File: src/rtl/bar_graph_scan.sv
// bar_graph_scan: time-multiplexed bar-graph scanner (BLANK -> LOAD -> SHOW per channel).
// Define BAR_GRAPH_SCAN_PEAK_HOLD_EN for peak-hold writes with periodic decay.
module bar_graph_scan #(
  parameter int NUM_CH       = 4,
  parameter int IN_WIDTH     = 8,
  parameter int DWELL_CYCLES = 1000,
  parameter int BLANK_CYCLES = 4,
  parameter int DECAY_CYCLES = 65536
) (
  input  logic                       clk,
  input  logic                       rst_n,
  input  logic [NUM_CH-1:0]          wr_en,
  input  logic [NUM_CH*IN_WIDTH-1:0] wr_data,
  input  logic                       freeze,
  output logic                       bar_en,
  output logic [IN_WIDTH-1:0]        bar_data,
  output logic [NUM_CH-1:0]          ch_sel
);
  localparam int MX1 = DWELL_CYCLES > BLANK_CYCLES ? DWELL_CYCLES : BLANK_CYCLES;
  localparam int MXC = MX1 > DECAY_CYCLES ? MX1 : DECAY_CYCLES;
  localparam int CW  = $clog2(MXC + 1);
  localparam int IW  = $clog2(NUM_CH);
  localparam logic [CW-1:0] DW_LAST = CW'(DWELL_CYCLES - 1);
  localparam logic [CW-1:0] BL_LAST = CW'(BLANK_CYCLES - 1);
  localparam logic [IW-1:0] CH_LAST = IW'(NUM_CH - 1);
  localparam logic [1:0] S_BLANK = 2'd0;
  localparam logic [1:0] S_LOAD  = 2'd1;
  localparam logic [1:0] S_SHOW  = 2'd2;

  logic [NUM_CH-1:0][IN_WIDTH-1:0] r_hold;
  logic [1:0]                      r_state;
  logic [CW-1:0]                   r_cnt;
  logic [IW-1:0]                   r_cur;
  logic                            w_last;
  logic                            w_first;
  logic [1:0]                      w_state_nx;
  logic [IW-1:0]                   w_cur_nx;

`ifdef BAR_GRAPH_SCAN_PEAK_HOLD_EN
  localparam logic [CW-1:0] DC_LAST = CW'(DECAY_CYCLES - 1);
  logic [CW-1:0] r_dcnt;
  logic          w_decay;
  assign w_decay = r_dcnt == DC_LAST;
  always_ff @(posedge clk or negedge rst_n)
    if (!rst_n) r_dcnt <= '0;
    else r_dcnt <= w_decay ? '0 : r_dcnt + 1'b1;
  // A write takes the max and suppresses that channel's decay in the same cycle
  always_ff @(posedge clk or negedge rst_n)
    if (!rst_n) r_hold <= '0;
    else for (int k = 0; k < NUM_CH; k++)
      if (wr_en[k]) r_hold[k] <= wr_data[k*IN_WIDTH +: IN_WIDTH] > r_hold[k] ? wr_data[k*IN_WIDTH +: IN_WIDTH] : r_hold[k];
      else if (w_decay && r_hold[k] != '0) r_hold[k] <= r_hold[k] - 1'b1;
`else
  always_ff @(posedge clk or negedge rst_n)
    if (!rst_n) r_hold <= '0;
    else for (int k = 0; k < NUM_CH; k++)
      if (wr_en[k]) r_hold[k] <= wr_data[k*IN_WIDTH +: IN_WIDTH];
`endif

  always_comb begin
    w_first    = r_state == S_BLANK && r_cnt == '0;
    w_last     = r_state == S_BLANK ? r_cnt == BL_LAST : r_state == S_SHOW ? r_cnt == DW_LAST : 1'b1;
    w_state_nx = !w_last ? r_state : r_state == S_BLANK ? S_LOAD : r_state == S_LOAD ? S_SHOW : S_BLANK;
    w_cur_nx   = (w_last && r_state == S_SHOW) ? (r_cur == CH_LAST ? '0 : r_cur + 1'b1) : r_cur;
  end

  // State describes the cycle emitted at the next edge, so outputs come straight from flops
  always_ff @(posedge clk or negedge rst_n)
    if (!rst_n) begin
      r_state  <= S_BLANK;
      r_cnt    <= '0;
      r_cur    <= '0;
      bar_en   <= 1'b0;
      bar_data <= '0;
      ch_sel   <= '0;
    end else if (freeze) begin
      bar_en <= 1'b0;
    end else begin
      bar_en   <= w_first || r_state == S_LOAD;
      bar_data <= w_first ? '0 : r_state == S_LOAD ? r_hold[r_cur] : bar_data;
      ch_sel   <= r_state == S_SHOW ? NUM_CH'(1) << r_cur : '0;
      r_state  <= w_state_nx;
      r_cnt    <= w_last ? '0 : r_cnt + 1'b1;
      r_cur    <= w_cur_nx;
    end
endmodule

File: config.mk
export PLATFORM = sky130hd
export DESIGN_NAME = bar_graph_scan
export DESIGN_NICKNAME = d
export VERILOG_FILES = /design/src/rtl/bar_graph_scan.sv
export SDC_FILE = /design/constraint.sdc
export NUM_CORES = 1
export LEC_CHECK = 0
export CAP_MARGIN = 20
export CORE_UTILIZATION = 59
export CTS_BUF_LIST = sky130_fd_sc_hd__clkbuf_4 sky130_fd_sc_hd__clkbuf_8
export DETAILED_ROUTE_END_ITERATION = 10
export DONT_BUFFER_PORTS = 1
export GPL_TIMING_DRIVEN = 0
export PLACE_DENSITY = 0.79
export REMOVE_ABC_BUFFERS = 1
export SLEW_MARGIN = 20
export SYNTH_ARGS = -nofsm -noshare
export SYNTH_HDL_FRONTEND = slang
export SYNTH_SLANG_ARGS = --single-unit
File: constraint.sdc
create_clock -name clk -period 2 [get_ports clk]
set_input_delay 0.2 -clock clk [delete_from_list [all_inputs] [get_ports clk]]
set_output_delay 0.2 -clock clk [all_outputs]
set_load 0.005 [all_outputs]
==> flow_summary.json, run 1 <==
{
  "h-tree-depth": 3,
  "grt_pass1_vias": 2299,
  "final_common_cell": "dfrtp_1",
  "grt_first_pass_wirelength_um": 10900,
  "ant_nets": 0,
  "clkSinkCount": 66,
  "cts_tree": "done",
  "peakVddDrop_mv": 0.866,
  "fillers": 250,
  "period_needed_ps": 2270,
  "startpoint_type": "register",
  "initial_core_util": 0.632,
  "die_height_um": 74.1,
  "numCtsBuffers": 9,
  "synth_cell_type_count": 36,
  "yosysTopAreaCellShare": 0.539,
  "critical_path_class": "register to register",
  "drcViolationCount": 0,
  "drt-total-wl_um": 7290,
  "pwr_density_cell_mw_per_mm2": 878,
  "avgSynthCellArea_sq_um": 12.1,
  "synth_largest_area_cell": "dfrtp_1",
  "drive_above_1_share": 0.366,
  "slew_headroom": 0.283,
  "dp.cells": 308,
  "max_stage_delay_ps": 560,
  "max-cap-violations": 0,
  "overflow": 0,
  "finClkSkew_ps": 14.5,
  "wire_per_inst_um": 19.7,
  "rr_startpoint": "r_cnt[3]$_DFFE_PN0N_",
  "diodes": 0,
  "min_period_over_period": 1.14,
  "critical_path_buf_inv_count": 2,
  "cts_max_path_buffers": 2,
  "finalHoldViolCount": 0,
  "path_cells": "or4_4 > nor4_4 > buf_4 > a31oi_4 > a21oi_4 > buf_6 > nor2_1",
  "hp-class": "input port to register",
  "viasPerCell": 5.97,
  "hpwl_um": 3850,
  "holdCritStartpoint": "wr_data[8]",
  "syn_inst": 253,
  "worst_slack_ps": -273,
  "synth_seq_cells": 66,
  "timing.fmax_mhz": 440,
  "ys.warnings.count": 0,
  "insertion_delay_ps": 340,
  "endpoint_kind": "register",
  "core-area_sq_mm": 0.00485,
  "grt_usage": 0.275,
  "ys_seq_area_frac": 0.539,
  "status": "finished with violations",
  "utilization": 0.805,
  "instances_no_fill": 370,
  "rows": 25,
  "drt-initial-drc-count": 116,
  "crit_start": "r_cnt[3]$_DFFE_PN0N_",
  "critPathTopFamily": "simple AND/OR/NAND/NOR gates",
  "numPortBuffers": 0,
  "leakage_uw": 0.00165,
  "ios": 52,
  "worstMarginPinSlew_ps": 1070,
  "hold_ws_ps": 5.58,
  "die_x_um": 74.1,
  "final_net_count": 343,
  "syn_area_sq_mm": 0.00306,
  "crit_arrival_ps": 2490,
  "grt_max_degree": 67,
  "layout_common_cells": "64 x dfrtp_1, 34 x mux2_2, 23 x dlygate4sd3_1",
  "drtPass1Iterations": 4,
  "worstPathRequired_ps": 2220,
  "path_clk_slew_ps": 80,
  "setup_viol": 28,
  "antenna_found_initial": 0,
  "place.gp.congestion": 0.818,
  "rsz0062_at_grt": "true",
  "cp_slowest_cell": "or4_4",
  "synth_area_leaders": "dfrtp_1 54%, mux2_2 12%, mux4_2 5.9%, nand2_1 2.8%, ha_1 2.4%",
  "die-area_sq_mm": 0.00549,
  "cts_root_buf": "clkbuf_8",
  "area_growth_pct": 27.4,
  "vias": 2210,
  "cp_max_fo": 7,
  "drv_slew": 0,
  "failed_checks": "negative setup slack"
}
[final cells by class]
cell class | instances | area [sq um] | area share
flip-flops and latches | 66 | 1650 | 0.424
multi-input cells | 165 | 1440 | 0.369
repair buffers | 45 | 445 | 0.114
clock buffers | 9 | 124 | 0.0317
clock inverters | 7 | 116 | 0.0298
well taps | 67 | 83.8 | 0.0215
inverters | 11 | 41.3 | 0.0106
[metal layers]
layer	part of all wire	track usage
met1	0.39	0.317
met2	0.51	0.470
met3	0.067	0.0813
met4	0.027	0.137
met5	0	0
[cell families (layout without fill, tap and decap cells)]
| group | count (synthesis) | count (layout) | synth area share |
|---|---|---|---|
| xor gates and xnor gates | 9 | 9 | 0.0257 |
| muxes | 42 | 42 | 0.184 |
| DFF | 66 | 66 | 0.539 |
| buffers and inverters | 23 | 72 | 0.0310 |
| and+or+nand+nor | 82 | 83 | 0.142 |
| adders and majority gates | 6 | 6 | 0.0245 |
| AOI/OAI and AO/OA | 25 | 25 | 0.0543 |
[metrics by stage]
step	TNS (ps)	total power, uW	setup WS (ps)	instance area, sq um
2_1_floorplan	-2260	1790	-125	3010
3_3_place_gp	-8700	1840	-482	3090
3_5_place_dp	-8710	1860	-475	3090
4_1_cts	-3390	3350	-190	3790
5_1_grt	-7240	3560	-355	3900
6_report	-5650	3430	-273	3900
[worst paths after layout]
path | cells past startpoint | slack (ps) | end
worst min register to register | 1 | 510 | r_hold[18]$_DFFE_PN0P_
worst min-delay path | 1 | 6 | r_hold[8]$_DFFE_PN0P_
min in group asynchronous | 2 | 390 | r_cnt[8]$_DFFE_PN0N_
worst max-delay path | 7 | -270 | r_cnt[14]$_DFFE_PN0N_
max in group asynchronous | 2 | 1330 | r_cnt[13]$_DFFE_PN0N_
worst max register to register | 7 | -270 | r_cnt[14]$_DFFE_PN0N_
[flip-flops by register name, indices dropped and copies added, names as in the netlist]
| name | count |
|---|---|
| bar_data | 8 |
| bar_en | 1 |
| ch_sel | 4 |
| r_cnt | 17 |
| r_cur | 2 |
| r_hold | 32 |
| r_state | 2 |
[synth_stat cells]
library cell / instances
xnor2_1: 3
nand2b_1: 1
a21oi_2: 1
nand2_1: 23
a21oi_1: 2
o21ai_0: 9
dfrtp_1: 66
o22ai_1: 1
inv_1: 11
xor2_1: 6
nand3b_1: 1
nor4_1: 3
or4_1: 2
nor2_1: 15
nor4_4: 1
and3_1: 2
ha_1: 6
or4b_2: 1
buf_1: 2
mux2_2: 34
nor4b_1: 1
o21bai_1: 1
nand3_1: 13
and4_1: 1
a22o_1: 8
or3_1: 3
nor3_1: 5
or2_2: 1
buf_6: 1
nor4_2: 1
a31oi_1: 3
or4_4: 1
clkbuf_1: 8
buf_2: 1
nand4_1: 7
mux4_2: 8
[report_power, final]
group / switching, uW / total, uW / internal, uW
clock network: 537 / 1360 / 828
logic: 232 / 487 / 256
registers: 115 / 1580 / 1460
[worst reg2reg max path: cells and delay by family, from the launching register on]
kind            cells  cell delay, ps
compound gates      2             430
buf+inv             2             330
flops               1             420
simple gates        3             980
[repair_timing]
item                                    4_1_cts  5_1_grt
resized for setup                            27       14
pin swaps                                    25        9
endpoints found under the setup margin       28       28
hold buffers                                 21        3
hold endpoints to repair                     93        3
cloned                                        1        0
buffers inserted                             17        4
Note: power is estimated with default switching activity, not from simulation.
==> run 2: changes to the inputs <==
==> config.mk (replaced) <==
export PLATFORM = sky130hd
export DESIGN_NAME = bar_graph_scan
export DESIGN_NICKNAME = d
export VERILOG_FILES = /design/src/rtl/bar_graph_scan.sv
export SDC_FILE = /design/constraint.sdc
export NUM_CORES = 1
export LEC_CHECK = 0
export ABC_CLOCK_PERIOD_IN_PS = 2000
export CAP_MARGIN = 20
export CORE_UTILIZATION = 35
export CTS_BUF_LIST = sky130_fd_sc_hd__clkbuf_4 sky130_fd_sc_hd__clkbuf_8
export DETAILED_ROUTE_END_ITERATION = 10
export DONT_BUFFER_PORTS = 1
export GPL_TIMING_DRIVEN = 0
export PLACE_DENSITY = 0.52
export REMOVE_ABC_BUFFERS = 1
export SYNTH_ARGS = -nofsm -noshare
export SYNTH_HDL_FRONTEND = slang
export SYNTH_SLANG_ARGS = --single-unit
==> run 2 against run 1 <==
Compared with the run above:
- the flow still finishes with violations (negative setup slack)
- sequential share of layout area is 2.7 points lower
- first-iteration DRC count is 25% higher
- critical path depth is 2 lower
- worst hold slack better by 8.1 ps
- global-route usage is 9.8 points lower
- fmax is 6.2% higher
- largest cell class unchanged
- largest power group unchanged
- highest routed layer unchanged
==> flow_summary.json, run 2 (same netlist as run 1, synthesis figures left out) <==
{
  "r2r-end": "bar_data[6]$_DFFE_PN0P_",
  "viasPerCell": 5.18,
  "power.share.clock": 0.356,
  "hold_ws_ps": 13.6,
  "die_x_um": 95.6,
  "critical_path_class": "register to register",
  "insertion_delay_ps": 350,
  "max-cap-violations": 0,
  "grt_pass1_vias": 2355,
  "placed_cell_area_sq_mm": 0.00314,
  "hpwl_um": 4100,
  "drv_slew": 0,
  "rr_startpoint": "r_cnt[9]$_DFFE_PN0N_",
  "final_area_sq_mm": 0.00417,
  "min_period_over_period": 1.07,
  "die-area_sq_mm": 0.00913,
  "power_frac_seq": 0.481,
  "failed_checks": "negative setup slack",
  "crit_end": "bar_data[6]$_DFFE_PN0P_",
  "topRoutingLayerUsed": "met4",
  "worstMarginPinSlew_ps": 655,
  "utilization": 0.500,
  "regMostFlops": "r_hold",
  "final_net_count": 375,
  "reg2reg_depth": 5,
  "rsz0062_at_grt": "true",
  "layout_common_cells": "64 x dfrtp_1, 57 x dlygate4sd3_1, 34 x mux2_2",
  "die_height_um": 95.6,
  "multi_input_area_sq_mm": 0.00140,
  "drtPass1Iterations": 4,
  "vias": 2279,
  "crit_start": "r_cnt[9]$_DFFE_PN0N_",
  "crit_arrival_ps": 2360,
  "finClkSkew_ps": 16.4,
  "clkSinkCount": 66,
  "worstPathRequired_ps": 2220,
  "status": "finished with violations",
  "grt_first_pass_wirelength_um": 12000,
  "pwr-share-comb": 0.163,
  "setup_viol": 28,
  "drt-initial-drc-count": 145,
  "cp_max_fo": 5,
  "regArea_sq_mm": 0.00165,
  "startpoint_type": "register",
  "switching_share": 0.275,
  "area_growth_pct": 36.1,
  "wl_met2_um": 3590,
  "grt_usage": 0.178,
  "drt-total-wl_um": 7060,
  "antenna_found_initial": 0,
  "rows": 33,
  "core-area_sq_mm": 0.00834,
  "cts_tree": "done",
  "fillers": 749,
  "worst_slack_ps": -140,
  "path_clk_slew_ps": 80,
  "internal_power_uw": 2350,
  "endpoint_kind": "register",
  "initial_core_util": 0.367,
  "fin_tns_setup_ps": -2470,
  "place.gp.congestion": 0.737,
  "cts_root_buf": "clkbuf_8",
  "wl_met3_um": 342,
  "period_needed_ps": 2140,
  "numCtsBuffers": 9,
  "finalHoldViolCount": 0,
  "h-tree-depth": 3,
  "grt_max_degree": 67,
  "drive_above_1_share": 0.287,
  "diodes": 0,
  "overflow": 0,
  "largest_reg_flops": 32,
  "cts_max_path_buffers": 2,
  "wire_per_inst_um": 16.1,
  "drt-met1-wl_um": 3030,
  "ios": 52,
  "drcViolationCount": 0,
  "final_common_cell": "dfrtp_1",
  "numPortBuffers": 0,
  "largestRegisters": "r_hold: 32 flops, r_cnt: 17 flops, bar_data: 8 flops",
  "peakVddDrop_mv": 0.594,
  "timing.fmax_mhz": 467,
  "total_power_uw": 3250,
  "leakage_uw": 0.00176,
  "ant_nets": 0,
  "hp-class": "input port to register",
  "r2r_slack_ps": -140,
  "pwr_density_cell_mw_per_mm2": 778,
  "slew_headroom": 0.563,
  "p_switching_uw": 892
}
## run 2: cell count changes in the layout (fill, tap and decap cells not counted), sizes merged
cell,previous run,this run
dlygate4sd3,23,57
buf,22,18
bufinv,3,1
a31oi,3,4
clkbuf,9,10
clkinv,2,3
inv,12,13
## run 2: how the worst min path moves through the flow
stage,from,end,cells past startpoint
2_1_floorplan,rst_n,bar_data[0]$_DFFE_PN0P_,0
3_3_place_gp,rst_n,ch_sel[1]$_DFFE_PN0N_,0
5_1_grt,wr_data[10],r_hold[10]$_DFFE_PN0P_,1
4_1_cts,wr_en[0],r_hold[4]$_DFFE_PN0P_,1
6_report,wr_en[0],r_hold[4]$_DFFE_PN0P_,1
3_5_place_dp,rst_n,ch_sel[1]$_DFFE_PN0N_,0
## run 2: power groups by stage
stage / combinational [uW] / clock, uW / sequential [uW]
2_1_floorplan: 223 / 0 / 1570
3_3_place_gp: 247 / 0 / 1600
3_5_place_dp: 256 / 0 / 1610
4_1_cts: 508 / 1180 / 1560
5_1_grt: 584 / 1240 / 1580
6_report: 529 / 1160 / 1560
## run 2: routing by layer
layer / vias to the layer above / track usage
met5: - / 0
met4: 0 / 0.0659
met3: 7 / 0.0431
met2: 57 / 0.289
met1: 1146 / 0.230
li1: 1069 / -
## run 2: stage by stage
step,instances,worst slack (ps)
CTS,435,-179
finish,440,-140
global placement,346,-534
global route,440,-226
floorplan,241,-125
detailed placement,346,-516
## run 2: cell type report
type                    count  share of cell area
well taps                 105              0.0315
multi-input cells         166               0.335
clock buffers               9              0.0297
inverters                  11             0.00990
clock inverters             7              0.0186
repair buffers             76               0.178
flip-flops and latches     66               0.397
## run 2: timing repair
| item | in CTS | in global routing |
|---|---|---|
| cloned | 2 | 0 |
| setup endpoints to repair | 28 | 28 |
| buffers inserted | 14 | 3 |
| hold buffers | 57 | 1 |
| pin swaps | 17 | 4 |
| gates resized for setup | 17 | 2 |
| hold endpoints to repair | 106 | 1 |
## run 2: worst max-delay path: stages, from the launching register on
cell	delay (ps)
dfrtp_1	400
or4_4	550
nor4_4	340
a21oi_2	110
or3_4	390
a22o_1	220
==> run 3: changes to the inputs <==
--- a/config.mk
+++ b/config.mk
@@ -7,12 +7,12 @@
 export LEC_CHECK = 0
 export ABC_CLOCK_PERIOD_IN_PS = 2000
 export CAP_MARGIN = 20
-export CORE_UTILIZATION = 35
+export CORE_UTILIZATION = 45
 export CTS_BUF_LIST = sky130_fd_sc_hd__clkbuf_4 sky130_fd_sc_hd__clkbuf_8
 export DETAILED_ROUTE_END_ITERATION = 10
 export DONT_BUFFER_PORTS = 1
 export GPL_TIMING_DRIVEN = 0
-export PLACE_DENSITY = 0.52
+export PLACE_DENSITY = 0.63
 export REMOVE_ABC_BUFFERS = 1
 export SYNTH_ARGS = -nofsm -noshare
 export SYNTH_HDL_FRONTEND = slang
==> run 3 against run 2 <==
Compared with the run above:
- the run still ends with negative setup slack left
- design area decreased by 5.7%
- worst hold slack got worse by 2.4 ps
- critical path depth unchanged
- routed wire length is 5.1% lower
- setup slack barely moved
- utilization grew 11 points
- combinational power fell by 12%
- clock power hardly changed
- global-route usage grew 3.2 points
- flip-flop and latch count unchanged
- sequential power barely moved
- critical endpoint is now bar_data[2]$_DFFE_PN0P_
==> flow_summary.json, run 3 (same netlist as run 1, synthesis figures left out) <==
{
  "final_common_cell": "dfrtp_1",
  "core-area_sq_mm": 0.00646,
  "utilization": 0.609,
  "layout_common_cells": "65 x dfrtp_1, 41 x dlygate4sd3_1, 32 x mux2_2",
  "cp_slowest_cell": "or4_4",
  "slew_headroom": 0.299,
  "drive_above_1_share": 0.286,
  "antenna_found_initial": 0,
  "fin_tns_setup_ps": -2210,
  "cts_tree": "done",
  "grt_first_pass_wirelength_um": 11500,
  "cts_root_buf": "clkbuf_8",
  "ios": 52,
  "wire_per_inst_um": 17.3,
  "path_cells": "or4_4 > nor4_4 > a21oi_2 > or3_4 > a22o_1",
  "largest_reg_flops": 32,
  "regMostFlops": "r_hold",
  "hold_ws_ps": 11.3,
  "cp_max_fo": 5,
  "die_x_um": 84.5,
  "startpoint_type": "register",
  "period_needed_ps": 2140,
  "insertion_delay_ps": 350,
  "drtPass1Iterations": 5,
  "max_stage_delay_ps": 550,
  "die_height_um": 84.5,
  "ant_nets": 0,
  "rows": 29,
  "critical_path_buf_inv_count": 0,
  "viasPerCell": 5.55,
  "numPortBuffers": 0,
  "drt-total-wl_um": 6700,
  "path_clk_slew_ps": 80,
  "vias": 2155,
  "cts_max_path_buffers": 2,
  "clkSinkCount": 66,
  "crit_arrival_ps": 2370,
  "worst_slack_ps": -140,
  "worstMarginPinSlew_ps": 1040,
  "place.gp.congestion": 0.764,
  "area_growth_pct": 28.3,
  "numCtsBuffers": 9,
  "instances_no_fill": 388,
  "initial_core_util": 0.474,
  "finalHoldViolCount": 0,
  "total_power_uw": 3170,
  "timing.fmax_mhz": 467,
  "peakVddDrop_mv": 0.513,
  "finClkSkew_ps": 9.57,
  "dp.cells": 318,
  "drv_slew": 0,
  "largestRegisters": "r_hold: 32 flops, r_cnt: 17 flops, bar_data: 8 flops",
  "worstPathRequired_ps": 2230,
  "critPathTopFamily": "simple AND/OR/NAND/NOR gates",
  "grt_usage": 0.210,
  "overflow": 0,
  "rsz0062_at_grt": "true",
  "leakage_uw": 0.00166,
  "grt_max_degree": 67,
  "h-tree-depth": 3,
  "status": "finished with violations",
  "max-cap-violations": 0,
  "drt-initial-drc-count": 173,
  "diodes": 0,
  "hp-class": "input port to register",
  "final_net_count": 351,
  "min_period_over_period": 1.07,
  "setup_viol": 25,
  "grt_pass1_vias": 2211,
  "drcViolationCount": 0,
  "endpoint_kind": "register",
  "hpwl_um": 4010,
  "critical_path_class": "register to register",
  "failed_checks": "negative setup slack",
  "pwr_density_cell_mw_per_mm2": 806,
  "die-area_sq_mm": 0.00714
}
[run 3: cell types whose count changed in the layout (fill, tap and decap cells not counted), sizes merged]
| cell | change |
|---|---|
| clkinv | -1 |
| clkinvlp | +1 |
| buf | -6 |
| clkbuf | -1 |
| a31oi | -1 |
| dlygate4sd3 | -16 |
[run 3: per-layer routing]
layer  share of wire  vias to the layer above  track usage
li1                -                     1024            -
met4           0.011                        0       0.0832
met1            0.43                     1083        0.261
met5               0                        -            0
met3           0.043                        7       0.0433
met2            0.51                       41        0.359
[run 3: cell type report]
cell class | instances | area (sq um)
multi-input cells | 165 | 1410
inverters | 11 | 41.3
flip-flops and latches | 66 | 1650
well taps | 77 | 96.3
fillers | 517 | 2530
clock inverters | 7 | 76.3
repair buffers | 53 | 532
clock buffers | 9 | 124
[run 3: repair_timing]
item	CTS	global route
buffers inserted	9	2
endpoints found under the hold margin	104	1
endpoints found under the setup margin	28	28
cloned	1	0
gates resized for setup	17	6
pin swaps	17	4
hold buffers	41	1
[run 3: worst paths after layout]
path                                      endpoint                  start  depth (start not counted)  slack (ps)
setup / recovery           bar_data[2]$_DFFE_PN0P_   r_cnt[3]$_DFFE_PN0N_                          5        -140
setup reg to reg           bar_data[2]$_DFFE_PN0P_   r_cnt[3]$_DFFE_PN0N_                          5        -140
max in group asynchronous     r_cnt[3]$_DFFE_PN0N_                  rst_n                          2        1280
hold / removal               r_hold[9]$_DFFE_PN0P_             wr_data[9]                          1          10
hold reg to reg              r_hold[1]$_DFFE_PN0P_  r_hold[1]$_DFFE_PN0P_                          1         510
min in group asynchronous     r_cnt[5]$_DFFE_PN0N_                  rst_n                          2         410
[run 3: worst reg2reg max path, cell delays in order (launching register included)]
cell and delay, ps:
dfrtp_2 420, or4_4 550, nor4_4 330, a21oi_2 120, or3_4 390, a22o_1 230
[run 3: through the flow]
step / worst slack, ps / cell area, sq um
2_1_floorplan: -125 / 3010
3_3_place_gp: -487 / 3110
3_5_place_dp: -475 / 3110
4_1_cts: -171 / 3880
5_1_grt: -186 / 3930
6_report: -140 / 3930
[run 3: report_power, final]
| part | internal (uW) | total [uW] | leakage, uW | switching, uW |
|---|---|---|---|---|
| Combinational | 259 | 465 | 0.000752 | 206 |
| Clock | 584 | 1140 | 0.0000962 | 555 |
| Sequential | 1460 | 1560 | 0.000813 | 103 |
